[src/rtl/gpio_bank_cfg.sv]
// Multi-channel configurable GPIO bank: ccff scan chain into a shadow register,
// count-checked commit to the active config, per-channel direction/output-reg/input-sync.
module gpio_bank_cfg #(
  parameter int unsigned NUM_IO      = 8,
  parameter int unsigned SYNC_STAGES = 2
) (
  input  logic              prog_clk,
  input  logic              pReset,
  input  logic              config_en,
  input  logic              ccff_head,
  output logic              ccff_tail,
  input  logic              config_commit,
  output logic              config_valid,
  output logic              chain_full,
  output logic              cfg_err,
  input  logic [NUM_IO-1:0] gpio_a,
  output logic [NUM_IO-1:0] gpio_y,
  input  logic [NUM_IO-1:0] pad_in,
  output logic [NUM_IO-1:0] pad_out,
  output logic [NUM_IO-1:0] pad_oe
);

  localparam int unsigned CFG_W = 3;
  localparam int unsigned L     = NUM_IO * CFG_W;
  localparam int unsigned CNT_W = $clog2(L + 1);
  localparam logic [CNT_W-1:0] CNT_FULL = CNT_W'(L);

  logic [L-1:0]      sr_q, sr_d;
  logic [L-1:0]      act_q, act_d;
  logic [CNT_W-1:0]  cnt_q, cnt_d;
  logic              valid_q, valid_d;
  logic              err_q, err_d;
  logic [NUM_IO-1:0] a_q, a_d;
  logic [NUM_IO-1:0] sync_q [SYNC_STAGES];
  logic [NUM_IO-1:0] sync_d [SYNC_STAGES];

  // Shift has priority over commit; a commit in a shift cycle is dropped silently.
  always_comb begin
    sr_d    = sr_q;
    act_d   = act_q;
    cnt_d   = cnt_q;
    valid_d = valid_q;
    err_d   = err_q;
    if (config_en) begin
      sr_d = {sr_q[L-2:0], ccff_head};
      if (cnt_q != CNT_FULL) cnt_d = cnt_q + CNT_W'(1);
    end else if (config_commit) begin
      if (cnt_q == CNT_FULL) begin
        act_d   = sr_q;
        valid_d = 1'b1;
        err_d   = 1'b0;
        cnt_d   = '0;
      end else begin
        err_d = 1'b1;
      end
    end
  end

  always_comb begin
    a_d       = gpio_a;
    sync_d[0] = pad_in;
    for (int unsigned i = 1; i < SYNC_STAGES; i++) sync_d[i] = sync_q[i-1];
  end

  always_ff @(posedge prog_clk) begin
    if (pReset) begin
      sr_q    <= '0;
      act_q   <= '0;
      cnt_q   <= '0;
      valid_q <= 1'b0;
      err_q   <= 1'b0;
      a_q     <= '0;
      for (int unsigned i = 0; i < SYNC_STAGES; i++) sync_q[i] <= '0;
    end else begin
      sr_q    <= sr_d;
      act_q   <= act_d;
      cnt_q   <= cnt_d;
      valid_q <= valid_d;
      err_q   <= err_d;
      a_q     <= a_d;
      for (int unsigned i = 0; i < SYNC_STAGES; i++) sync_q[i] <= sync_d[i];
    end
  end

  // Field per channel k: [3k] DIR, [3k+1] OREG, [3k+2] IREG.
  always_comb begin
    pad_oe  = '0;
    pad_out = '0;
    gpio_y  = '0;
    for (int unsigned k = 0; k < NUM_IO; k++) begin
      if (valid_q) begin
        pad_oe[k]  = act_q[CFG_W*k];
        pad_out[k] = act_q[CFG_W*k+1] ? a_q[k] : gpio_a[k];
        if (!act_q[CFG_W*k])
          gpio_y[k] = act_q[CFG_W*k+2] ? sync_q[SYNC_STAGES-1][k] : pad_in[k];
      end
    end
  end

  assign ccff_tail    = sr_q[L-1];
  assign chain_full   = (cnt_q == CNT_FULL);
  assign config_valid = valid_q;
  assign cfg_err      = err_q;

endmodule

[config.mk]
export PLATFORM = sky130hd
export DESIGN_NAME = gpio_bank_cfg
export DESIGN_NICKNAME = d
export VERILOG_FILES = /design/src/rtl/gpio_bank_cfg.sv
export SDC_FILE = /design/constraint.sdc
export NUM_CORES = 1
export LEC_CHECK = 0
export CAP_MARGIN = 20
export CORE_MARGIN = 1
export CORE_UTILIZATION = 55
export DETAILED_ROUTE_END_ITERATION = 8
export GPL_TIMING_DRIVEN = 1
export PLACE_DENSITY_LB_ADDON = 0.1
export SLEW_MARGIN = 20
export SYNTH_ARGS = -nofsm -noshare
export SYNTH_HDL_FRONTEND = slang
export SYNTH_SLANG_ARGS = --single-unit
[constraint.sdc]
create_clock -name prog_clk -period 2 [get_ports prog_clk]
set_input_delay 0.5 -clock prog_clk [delete_from_list [all_inputs] [get_ports prog_clk]]
set_output_delay 0.5 -clock prog_clk [all_outputs]
set_load 0.01 [all_outputs]
== Yosys cells after proc, flatten, opt, wreduce, memory -nomap -nowiden ==
Memory sizes are Yosys's and may differ from the RTL's.
Index checks and enable logic that the tools add are counted.
W data, S select, Z words.

* Output and inout port bits: 28
* ROM bits: 0
* Memories kept: 1
* Word-level logic and storage cells: 77
* Bits of input ports: 21
* Bits in writable memories: 16
* Bits in latches: 0
* Register bits: 63

{| class="wikitable"
|+ Memories
! name !! words !! bits a word !! rd ports !! clocked after memory_dff !! wr ports !! RTL line !! source
|-
| sync_q || 2 || 8 || 2 || 0 || 2 || 34 || <nowiki>logic [NUM_IO-1:0] sync_q [SYNC_STAGES];</nowiki>
|}

* $lt $le $gt $ge: 0
* Equal/unequal tests: 3
* Multiply operators: 0
* Multiplexer cells: 58
* Divide/modulo/power cells: 0
* Bitwise gates (word level): 3
* Shifts and indexed selects: 0
* $add $sub $neg: 1
* Reductions and logical operators: 5

{| class="wikitable"
|+ Operator list
! operator !! number
|-
| $mux W1 || 52
|-
| $mux W5 || 4
|-
| $mux W8 || 2
|-
| $reduce_and A3 Y1 || 2
|-
| $add A5 B1 Y5 const B || 1
|-
| $eq A5 B5 Y1 const B || 1
|-
| $ne A5 B5 Y1 const B || 1
|-
| $reduce_bool A2 Y1 || 2
|-
| $ne A2 B1 Y1 const B || 1
|-
| $or A1 B1 Y1 || 2
|-
| $reduce_and A2 Y1 || 1
|-
| $not A1 Y1 || 1
|}

== Longest topological paths before layout ==
* Depth in word-level cells: 4
* Gate-level depth with buffers: 7
* Mapped depth without buffers: 6

== Worst setup path after synthesis ==
No wires, ideal clock.

* Kind: flip-flop to output port
* From: register cnt_q[0]
* To: output port chain_full
* Arrival time: 1.029 ns
* Data required time: 1.500 ns
* Setup slack: 0.471 ns
* Stages on the path, launching flop included: 6
* Buffers on the path: 1
* Cell sequence: dfxtp_1 > inv_1 > ha_1 > nand4b_4 > inv_4 > buf_4

* Word-level cells in the longest chain between the ends: 1

{| class="wikitable"
|+ RTL lines
! element !! RTL line !! source
|-
| start, declared || 30 || <nowiki>logic [CNT_W-1:0] cnt_q, cnt_d;</nowiki>
|-
| start signal, assigned || 77 || <nowiki>cnt_q <= cnt_d;</nowiki>
|-
| $eq A5 B5 Y1 || 101 || <nowiki>assign chain_full = (cnt_q == CNT_FULL);</nowiki>
|-
| end, declared || 14 || <nowiki>output logic chain_full,</nowiki>
|}

Every way passes these cells.

== Worst setup path in the final report ==
* From: input port gpio_a[0]
* To: output port pad_out[0]

* Word-level cells in the longest chain between the ends: 2

{| class="wikitable"
|+ RTL lines
! element !! RTL line !! source
|-
| start, declared || 16 || <nowiki>input logic [NUM_IO-1:0] gpio_a,</nowiki>
|-
| $mux W1 || 93 || <nowiki>pad_out[k] = act_q[CFG_W*k+1] ? a_q[k] : gpio_a[k];</nowiki>
|-
| $mux W1 || 91 || <nowiki>if (valid_q) begin</nowiki>
|-
| end, declared || 19 || <nowiki>output logic [NUM_IO-1:0] pad_out,</nowiki>
|}

Every way passes these cells.

==> impl.org <==
** Final layout
- The finished layout holds 449 standard cells, fillers aside.
- Area of the multi-input gates :: 1410 um^2
- In the layout the commonest cells are sky130_fd_sc_hd__dfxtp_1 (78), sky130_fd_sc_hd__mux2i_1 (40), sky130_fd_sc_hd__nor2b_1 (32).
- Relative to the synthesized area, the layout overhead comes to 23.5%.
- Number of nets in the layout :: 395
- Cells with a size suffix above 1 make up 14.6% of the layout.
- Area of all sequential standard cells :: 1580 um^2
- 0 antenna diodes ended up in the layout.
- The layout has 459 filler cells.
- The library cell used most frequently in the layout, excluding fill and tap cells, is sky130_fd_sc_hd__dfxtp_1.

** Placement
- Buffers placed on the I/O ports in this run total 48.
- Number of cells after detailed placement :: 431
- The HPWL after detailed placement is 3660 um.
- Final weighted congestion in routability-driven placement :: 0.727

** Clock tree
- The H-tree generated during clock tree synthesis spans 3 levels.
- In this run the deepest clock path goes through 2 buffers.
- The tree built by TritonCTS fans out to 79 sinks.
- Cts bufs inserted :: 9
- Hold Buf Count CTS :: 0
- CTS tree :: done
- Source-to-sink clock delay at the later pin of the worst-skew pair :: 0.35 ns
- Clock-pin slew was measured on the worst setup and hold paths at 0.09 ns.
- Clock root cell :: sky130_fd_sc_hd__clkbuf_8

** Setup path
- Slowest stage cell on the critical path :: sky130_fd_sc_hd__clkdlybuf4s50_1
- In this run the critical register-to-register path is launched from cnt_q[1]$_SDFFE_PP0P_.
- In this run the worst setup path begins at gpio_a[0].
- Critical path's top delay family :: buffers and inverters
- Crit path buf inv count :: 2
- STA classifies the critical path endpoint as an output port.
- For the worst setup path, the data required time is 1.50 ns.
- The critical path in this run is classified as primary input to output port.
- Of all nets on the critical path, the largest fanout is 2.
- The critical path goes through clkdlybuf4s50_1 -> mux2i_1 -> nor2b_1 -> dlygate4sd2_1.
- For the worst setup path, the data arrival time is 1.42 ns.
- For this run, the slowest stage of the critical path takes 0.47 ns.
- Setup slack on the worst reg-to-reg path comes out at 0.33 ns.
- The worst setup path is launched from a primary input.

** Timing
- Based on the critical path, the design can be clocked at up to 0.520 GHz.
- The worst path uses 96.2% of the clock period.
- Clock tree skew after final layout :: 0.00772 ns
- The smallest clock period supported by the final layout is computed as 1.92 ns.
- Worst-Margin Slew :: 0.340 ns
- Setup violations remaining at the end of the flow were counted as 0.
- RSZ-0062 raised after global routing :: no
- Worst rel slew slack :: 77.3%
- The max-slew violation count is 0.
- Final Hold Vio Count :: 0

** Global route
- The via count of the first global-routing pass came to 2271.
- Initial antenna violation count :: 0
- The total overflow left after global routing is 0.
- Global routing consumed, over all layers together, 21.5% of the routing resources.
- The first global-routing pass estimated 10100 um of wire.
- Entering global routing, the biggest net connects 44 pins.

** Die
- Die ar. :: 5970 um^2
- 49 I/O pins were placed.
- The initialized floorplan defines 27 standard-cell rows.
- Die span in x :: 77.3 um
- The initial utilization of the core area, before any placement, comes to 57.0%.
- The total area inside the core boundary comes to 5470 um^2.
- Die Span Y :: 77.3 um

** Pwr
- Total chip power :: 2.99 mW
- Per report_power, the sequential group accounts for 54.1% of the total.
- For this design the total switching power over the nets is 0.701 mW.
- Across the VDD grid, the largest voltage drop is 0.000527 V.
- In this run, the combinational gates consume 6.1% of the power.
- Power per cell area :: 776 nW/um^2
- Net switching is 23.5% of the power.
- Part of the power in the clock network :: 39.8%
- The internal portion of the total power is 2.28 mW.
- In this run the static leakage power is 1.56 nW.

** Drt
- Routed wire per std cell :: 13.2 um
- Before antenna repair, the detailed router went through 4 iterations.
- DR vias :: 2347
- Using the TritonRoute via totals, the vias-per-cell ratio works out to 5.23.
- For this run, design rule violations remaining after detail routing come to 0.
- The detail route stage leaves a number of antenna-violating nets equal to 0.
- Final Routed Wirelength :: 5910 um
- 1st-iter DRT viols :: 85

** Logic synthesis
- Number of nets produced by synthesis :: 345
- Sequential area share after synthesis :: 50.7%
- Synthesized netlist cell count :: 322
- #FFs+latches synth :: 79
- In this run the mean area of a mapped cell was 9.68 um^2.
- Distinct cell type count after synthesis :: 32
- Yosys printed 0 warnings.
- The synthesized netlist occupies a cell area of 3120 um^2.

** Hold path
- The path class of the tightest hold or removal check is flop to flop.
- In this run the most critical hold path is launched from sync_q[0][2]$_SDFF_PP0_.

** Status
- The flow ran to the end, and the final reports show no timing, DRC or antenna violations.

** Flow run
- Reported max-cap violation count :: 0
area by class of cell:
cell class | count | area share [%]
Multi-Input combinational cell | 213 | 36.6
Clock inverter | 7 | 2.05
Sequential cell | 79 | 41.1
Tap cell | 72 | 2.34
Inverter | 5 | 0.553
Timing Repair Buffer | 64 | 14.1
Clock buffer | 9 | 3.22
final timing paths:
check | to | cells after the start
setup / recovery | pad_out[0] | 4
hold / removal | sync_q[0][10]$_SDFF_PP0_ | 1
setup reg to reg | cnt_q[3]$_SDFFE_PP0P_ | 7
hold reg to reg | sync_q[0][10]$_SDFF_PP0_ | 1
power groups by stage:
| stage | sequential (mW) | combinational (mW) | clock [mW] |
|---|---|---|---|
| CTS | 1.61 | 0.181 | 1.21 |
| global placement | 1.65 | 0.176 | 0 |
| global route | 1.62 | 0.200 | 1.28 |
| finish | 1.61 | 0.181 | 1.19 |
| floorplan | 1.65 | 0.106 | 0 |
| detailed placement | 1.65 | 0.179 | 0 |
per-layer routing:
layer  track usage (%)  up-vias  wire length (um)
li1                  -     1203                 -
met1              25.6     1090              2810
met2              36.6       44              2770
met3              4.05       10               217
met4              11.3        0               106
met5                 0        -                 0
timing repair:
action,CTS,global route
pin swaps,2,0
setup endpoints to repair,25,9
gates resized for setup,40,14
buffers inserted,1,0
gates cloned,1,0
kinds of logic (layout without fill, tap and decap cells):
logic type,after synthesis,in the layout,share of synthesized area [%]
AOI/OAI and AO/OA,63,63,11.4
and+or+nand+nor,107,107,19.0
DFF,79,79,50.7
muxes,40,40,12.8
buffers and inverters,30,85,4.90
xor gates and xnor gates,1,1,0.281
adders and majority gates,2,2,0.803
metrics by stage:
stage                     util, %  worst slack, ns  setup TNS (ns)  cell area, um^2  hold WS (ns)
after floorplan                 -            0.471               0             3120         0.414
after detailed placement     67.0           -0.335           -3.84             3670         0.427
final                        70.3           0.0766               0             3850         0.442
after global placement       67.0           -0.304           -3.55             3670         0.419
after CTS                    70.7          -0.0364         -0.0364             3870         0.447
after global routing         70.3          0.00500               0             3850         0.467
Yosys cell counts, drive strengths merged:
cell type  instances  area [um^2]
buf               14         83.8
a21oi             31          159
clkbuf            11         47.6
a31oi              1         6.26
a2111oi            1         15.0
o21ai             25          125
and2               8         50.1
nand2b             1         6.26
nand4b             1         23.8
ha                 2         25.0
inv                5         21.3
a21boi             1         7.51
or3                1         6.26
nor2              26         97.6
a31o               1         8.76
nor2b             33          206
xnor2              1         8.76
mux2i             40          400
o221a              3         33.8
nand4              1         6.26
nor3b              8         60.1
nand3             25          125
nand2              3         11.3
dfxtp             79         1580
sequential cells by signal (all words and copies together), names as in the netlist:
register and count:
act_q 24, sr_q 24, sync_q 16, a_q 8, cnt_q 5, cfg_err 1
config_valid 1
Note: power is estimated with default switching activity, not from simulation.
